===== config.mk =====
export PLATFORM = sky130hd
export DESIGN_NAME = alu_mul_sequencer
export DESIGN_NICKNAME = d
export VERILOG_FILES = /design/src/rtl/alu_mul_sequencer.sv
export SDC_FILE = /design/constraint.sdc
export NUM_CORES = 1
export LEC_CHECK = 0
export BUFFER_PORTS_ARGS = -buffer_cell sky130_fd_sc_hd__buf_4
export CAP_MARGIN = 30
export CORE_UTILIZATION = 52
export DETAILED_ROUTE_END_ITERATION = 7
export HOLD_SLACK_MARGIN = 0.1
export PLACE_DENSITY = 0.91
export SYNTH_ARGS = -nofsm -noshare
export SYNTH_HDL_FRONTEND = slang
export SYNTH_SLANG_ARGS = --single-unit

===== constraint.sdc =====
create_clock -name clk -period 4.38 [get_ports clk]
set_input_delay 0.438 -clock clk [delete_from_list [all_inputs] [get_ports clk]]
set_output_delay 0.438 -clock clk [all_outputs]
set_load 0.1 [all_outputs]

===== src/rtl/alu_mul_sequencer.sv =====
// alu_mul_sequencer: shift-and-add multiplier that borrows the execute-stage
// ALU one operation per cycle and returns the low DATA_WIDTH bits of a*b.
module alu_mul_sequencer #(
  parameter int              DATA_WIDTH = 32,
  parameter logic [3:0]      OP_ADD     = 4'b0000,
  parameter logic [3:0]      OP_SLL     = 4'b1100,
  parameter logic [3:0]      OP_SRL     = 4'b0011
) (
  input  logic                  clk,
  input  logic                  reset,
  input  logic                  start_i,
  input  logic [DATA_WIDTH-1:0] Multiplicand_i,
  input  logic [DATA_WIDTH-1:0] Multiplier_i,
  output logic                  busy_o,
  output logic                  done_o,
  output logic [DATA_WIDTH-1:0] Product_o,
  output logic [3:0]            ALU_Operation_o,
  output logic [DATA_WIDTH-1:0] ALU_A_o,
  output logic [DATA_WIDTH-1:0] ALU_B_o,
  input  logic [DATA_WIDTH-1:0] ALU_Result_i,
  input  logic                  ALU_Zero_i
);

  localparam logic [2:0] S_IDLE = 3'd0;
  localparam logic [2:0] S_EVAL = 3'd1;
  localparam logic [2:0] S_ADD  = 3'd2;
  localparam logic [2:0] S_SRL  = 3'd3;
  localparam logic [2:0] S_SHL  = 3'd4;
  localparam logic [2:0] S_DONE = 3'd5;

  localparam logic [DATA_WIDTH-1:0] ONE = {{(DATA_WIDTH-1){1'b0}}, 1'b1};
  localparam logic [DATA_WIDTH-1:0] ZERO = '0;

  logic [2:0]            r_state;
  logic [DATA_WIDTH-1:0] r_mcand;
  logic [DATA_WIDTH-1:0] r_mplier;
  logic [DATA_WIDTH-1:0] r_acc;
  logic [DATA_WIDTH-1:0] r_prod;

  // Sequencer state and datapath registers; each ALU step commits on the
  // edge that closes its cycle, and the product latches on entry to DONE.
  always_ff @(posedge clk or posedge reset) begin
    if (reset) begin
      r_state  <= S_IDLE;
      r_mcand  <= ZERO;
      r_mplier <= ZERO;
      r_acc    <= ZERO;
      r_prod   <= ZERO;
    end else begin
      unique case (r_state)
        S_IDLE: begin
          if (start_i) begin
            r_mcand  <= Multiplicand_i;
            r_mplier <= Multiplier_i;
            r_acc    <= ZERO;
            r_prod   <= ZERO;
            r_state  <= S_EVAL;
          end
        end
        S_EVAL: begin
          if (r_mplier == ZERO) begin
            r_prod  <= r_acc;
            r_state <= S_DONE;
          end else if (r_mplier[0]) begin
            r_state <= S_ADD;
          end else begin
            r_state <= S_SRL;
          end
        end
        S_ADD: begin
          r_acc   <= ALU_Result_i;
          r_state <= S_SRL;
        end
        S_SRL: begin
          r_mplier <= ALU_Result_i;
          if (ALU_Zero_i) begin
            r_prod  <= r_acc;
            r_state <= S_DONE;
          end else begin
            r_state <= S_SHL;
          end
        end
        S_SHL: begin
          r_mcand <= ALU_Result_i;
          r_state <= S_EVAL;
        end
        S_DONE: begin
          r_state <= S_IDLE;
        end
        default: begin
          r_state <= S_IDLE;
        end
      endcase
    end
  end

  // ALU port drive: idle default (ADD 0,0) outside the three ALU steps.
  always_comb begin
    ALU_Operation_o = OP_ADD;
    ALU_A_o         = ZERO;
    ALU_B_o         = ZERO;
    unique case (r_state)
      S_ADD: begin
        ALU_Operation_o = OP_ADD;
        ALU_A_o         = r_acc;
        ALU_B_o         = r_mcand;
      end
      S_SRL: begin
        ALU_Operation_o = OP_SRL;
        ALU_A_o         = r_mplier;
        ALU_B_o         = ONE;
      end
      S_SHL: begin
        ALU_Operation_o = OP_SLL;
        ALU_A_o         = r_mcand;
        ALU_B_o         = ONE;
      end
      default: begin
        ALU_Operation_o = OP_ADD;
      end
    endcase
  end

  // Status outputs decoded from state.
  always_comb begin
    busy_o    = (r_state != S_IDLE);
    done_o    = (r_state == S_DONE);
    Product_o = r_prod;
  end

endmodule


==> flow_metrics.py <==
metrics = {
    "status": {
        "outcome": "complete, no violations",
    },
    "setup_path": {
        "path_delay_family": "simple AND/OR/NAND/NOR gates",
        "arrival_ns": 3.33,
        "cp_num_buf_inv": 0,
        "reg2reg_from": "r_mplier[16]$_DFFE_PP0P_",
        "worstSetupStartpointType": "flip-flop",
        "r2r_end": "Product_o[11]$_DFFE_PP0P_",
        "cp_cell_sequence": "nor4_1, nand4_1, o211ai_4, nand2_2, a22o_1",
        "crit_cells": 5,
        "reg2reg_depth": 5,
        "max_stage_delay_ns": 0.78,
        "criticalPathCategory": "reg -> reg",
        "cp-end-kind": "flip-flop",
        "r2r_slack_ns": 1.35,
        "critPathSlowestCell": "o211ai_4",
        "crit_required_ns": 4.68,
        "cp_max_fo": 34,
    },
    "placed_design": {
        "hpwl_mm": 13.7,
        "place.gp.congestion": 0.880,
        "numPortBuffers": 201,
        "place_inst": 1060,
    },
    "floorplan": {
        "core_area_um2": 12300,
        "die-area_um2": 13300,
        "row_count": 40,
        "die_x_um": 115,
        "dieHeight_um": 115,
        "start_util": 0.543,
        "ios": 202,
    },
    "synth": {
        "avgSynthCellArea_um2": 8.93,
        "synth_nets": 846,
        "yosysWarnings": 0,
        "synth_cell_type_count": 29,
        "netlist_area_um2": 6660,
        "ys_seq_area_frac": 0.492,
        "syn-instance-count": 746,
        "synth.ff_latch_count": 131,
    },
    "final_layout": {
        "fillers": 905,
        "diodes": 0,
        "drive_gt1_frac": 0.270,
        "final_util": 0.716,
        "final_cells": 1093,
        "area_growth_pct": 31.8,
        "final_nets": 1012,
    },
    "timing": {
        "skew_ns": 0.00665,
        "hold_viol_final": 0,
        "rsz0062_at_grt": "no",
        "post-route-min-period_ns": 3.03,
        "finalSetupViolCount": 0,
        "tightest_slew_ns": 1.06,
        "slew_viol_final": 0,
        "layout_worst_path_cycle_share": 0.693,
        "max_slew_margin": 0.291,
        "tns_ns": 0,
        "fmax_mhz": 330,
    },
    "detailed_routing": {
        "highest_layer": "met4",
        "via_per_inst": 5.64,
        "drc": 0,
        "drtAntennaViolNets": 0,
        "wirelength_mm": 19.8,
        "dr.pass1.iters": 5,
        "routedWlPerCell_um": 18.1,
        "wl_met2_mm": 9.33,
        "wl_met1_mm": 8.30,
        "num_vias": 6160,
        "drtIter0Drc": 576,
        "wl_met3_mm": 1.71,
    },
    "global_route": {
        "grt_pass1_wl_mm": 30.8,
        "antenna_found_initial": 0,
        "grt_max_degree": 106,
        "track_usage": 0.311,
        "gr-total-overflow": 0,
        "grt_pass1_vias": 5886,
    },
    "clock_tree": {
        "holdBufCountCts": 0,
        "post_cts_buffers": 0,
        "clockBufferDepth": 2,
        "insertion_delay_ns": 0.42,
        "path_clk_slew_ns": 0.05,
        "clock_sinks": 131,
        "cts_htree_levels": 4,
        "cts_tree": "yes",
        "cts_buffers": 17,
        "cts_resized": 0,
        "root_buffer": "clkbuf_16",
    },
    "run": {
        "max-cap-violations": 0,
    },
    "worst_hold_path": {
        "worstHoldPathType": "in -> async",
    },
}
[layout make-up]
class / count / area [µm²] / share of cell area
flip-flops and latches: 131 / 3280 / 0.373
multi-input cells: 545 / 3080 / 0.350
repair buffers: 212 / 1610 / 0.183
clock buffers: 28 / 517 / 0.0588
well taps: 168 / 210 / 0.0239
clock inverters: 4 / 70.1 / 0.00798
inverters: 5 / 23.8 / 0.00271
[cells in the mapped netlist (all sizes together)]
| cell | count | area (µm²) |
|---|---|---|
| nor4 | 8 | 50.1 |
| mux2i | 64 | 641 |
| nor3 | 2 | 10.0 |
| nand2 | 196 | 738 |
| a31oi | 32 | 200 |
| nand4 | 2 | 12.5 |
| nor2b | 1 | 6.26 |
| a21oi | 4 | 23.8 |
| nor3b | 1 | 12.5 |
| buf | 32 | 198 |
| dfrtp | 131 | 3280 |
| o21bai | 1 | 7.51 |
| o21ai | 98 | 490 |
| and2 | 32 | 200 |
| a211oi | 1 | 7.51 |
| o21a | 1 | 7.51 |
| o211ai | 1 | 12.5 |
| nor2 | 35 | 131 |
| nand2b | 1 | 6.26 |
| inv | 5 | 18.8 |
| and3 | 33 | 206 |
| a22o | 32 | 280 |
| clkbuf | 33 | 124 |
[worst reg2reg max path, cell delays in order (launching register included)]
cell and delay [ns]:
dfrtp_1 0.40, nor4_1 0.46, nand4_1 0.28, o211ai_4 0.78, nand2_2 0.57, a22o_1 0.41
[routing by layer]
metal,track usage,vias up
met4,0.116,0
li1,-,2888
met5,0,-
met3,0.0838,35
met1,0.428,2944
met2,0.473,293
[worst max path at each step]
stage	slack, ns	endpoint	startpoint
2_1_floorplan	0.44	Product_o[0]$_DFFE_PP0P_	reset
3_3_place_gp	1.43	Product_o[9]$_DFFE_PP0P_	r_state[0]$_DFFE_PP0N_
3_5_place_dp	1.32	Product_o[23]$_DFFE_PP0P_	r_state[0]$_DFFE_PP0N_
4_1_cts	1.24	Product_o[11]$_DFFE_PP0P_	r_state[0]$_DFFE_PP0N_
5_1_grt	1.13	Product_o[1]$_DFFE_PP0P_	r_mplier[17]$_DFFE_PP0P_
6_report	1.35	Product_o[11]$_DFFE_PP0P_	r_mplier[16]$_DFFE_PP0P_
[stage by stage]
step | cell area, µm² | setup WS (ns) | hold slack, ns
2_1_floorplan | 6660 | 0.444 | 0.513
3_3_place_gp | 8170 | 1.43 | 0.494
3_5_place_dp | 8190 | 1.32 | 0.496
4_1_cts | 8770 | 1.24 | 0.233
5_1_grt | 8780 | 1.13 | 0.235
6_report | 8780 | 1.35 | 0.234
[sequential cells by signal (all words and copies together), names as in the netlist]
register and count:
r_acc 32, r_mplier 32, r_mcand 32, r_state 3, Product_o 32
[cell families (layout without fill, tap and decap cells)]
family                 Yosys count  after routing  share of synthesized area
AND/OR/NAND/NOR                311            311                      0.206
AO/OA/AOI/OAI                  170            170                      0.155
flip-flops                     131            131                      0.492
buffers and inverters           70            249                     0.0511
multiplexers                    64             64                     0.0961
[cells in the final DEF (no fill, tap or decap), drive strengths merged]
master    n
and3     33
nor2     35
buf     212
nor3b     1
clkbuf   28
a21oi     4
o21a      1
mux2i    64
nor2b     1
o21bai    1
a211oi    1
nand2b    1
bufinv    2
nand4     2
nor4      8
and2     32
o21ai    98
dfrtp   131
o211ai    1
inv       5
clkinv    2
a31oi    32
nand2   196
a22o     32
nor3      2
Power is left out: the tool's default activity adds up to more than one toggle a clock period on the data nets, which glitch-free logic cannot reach.
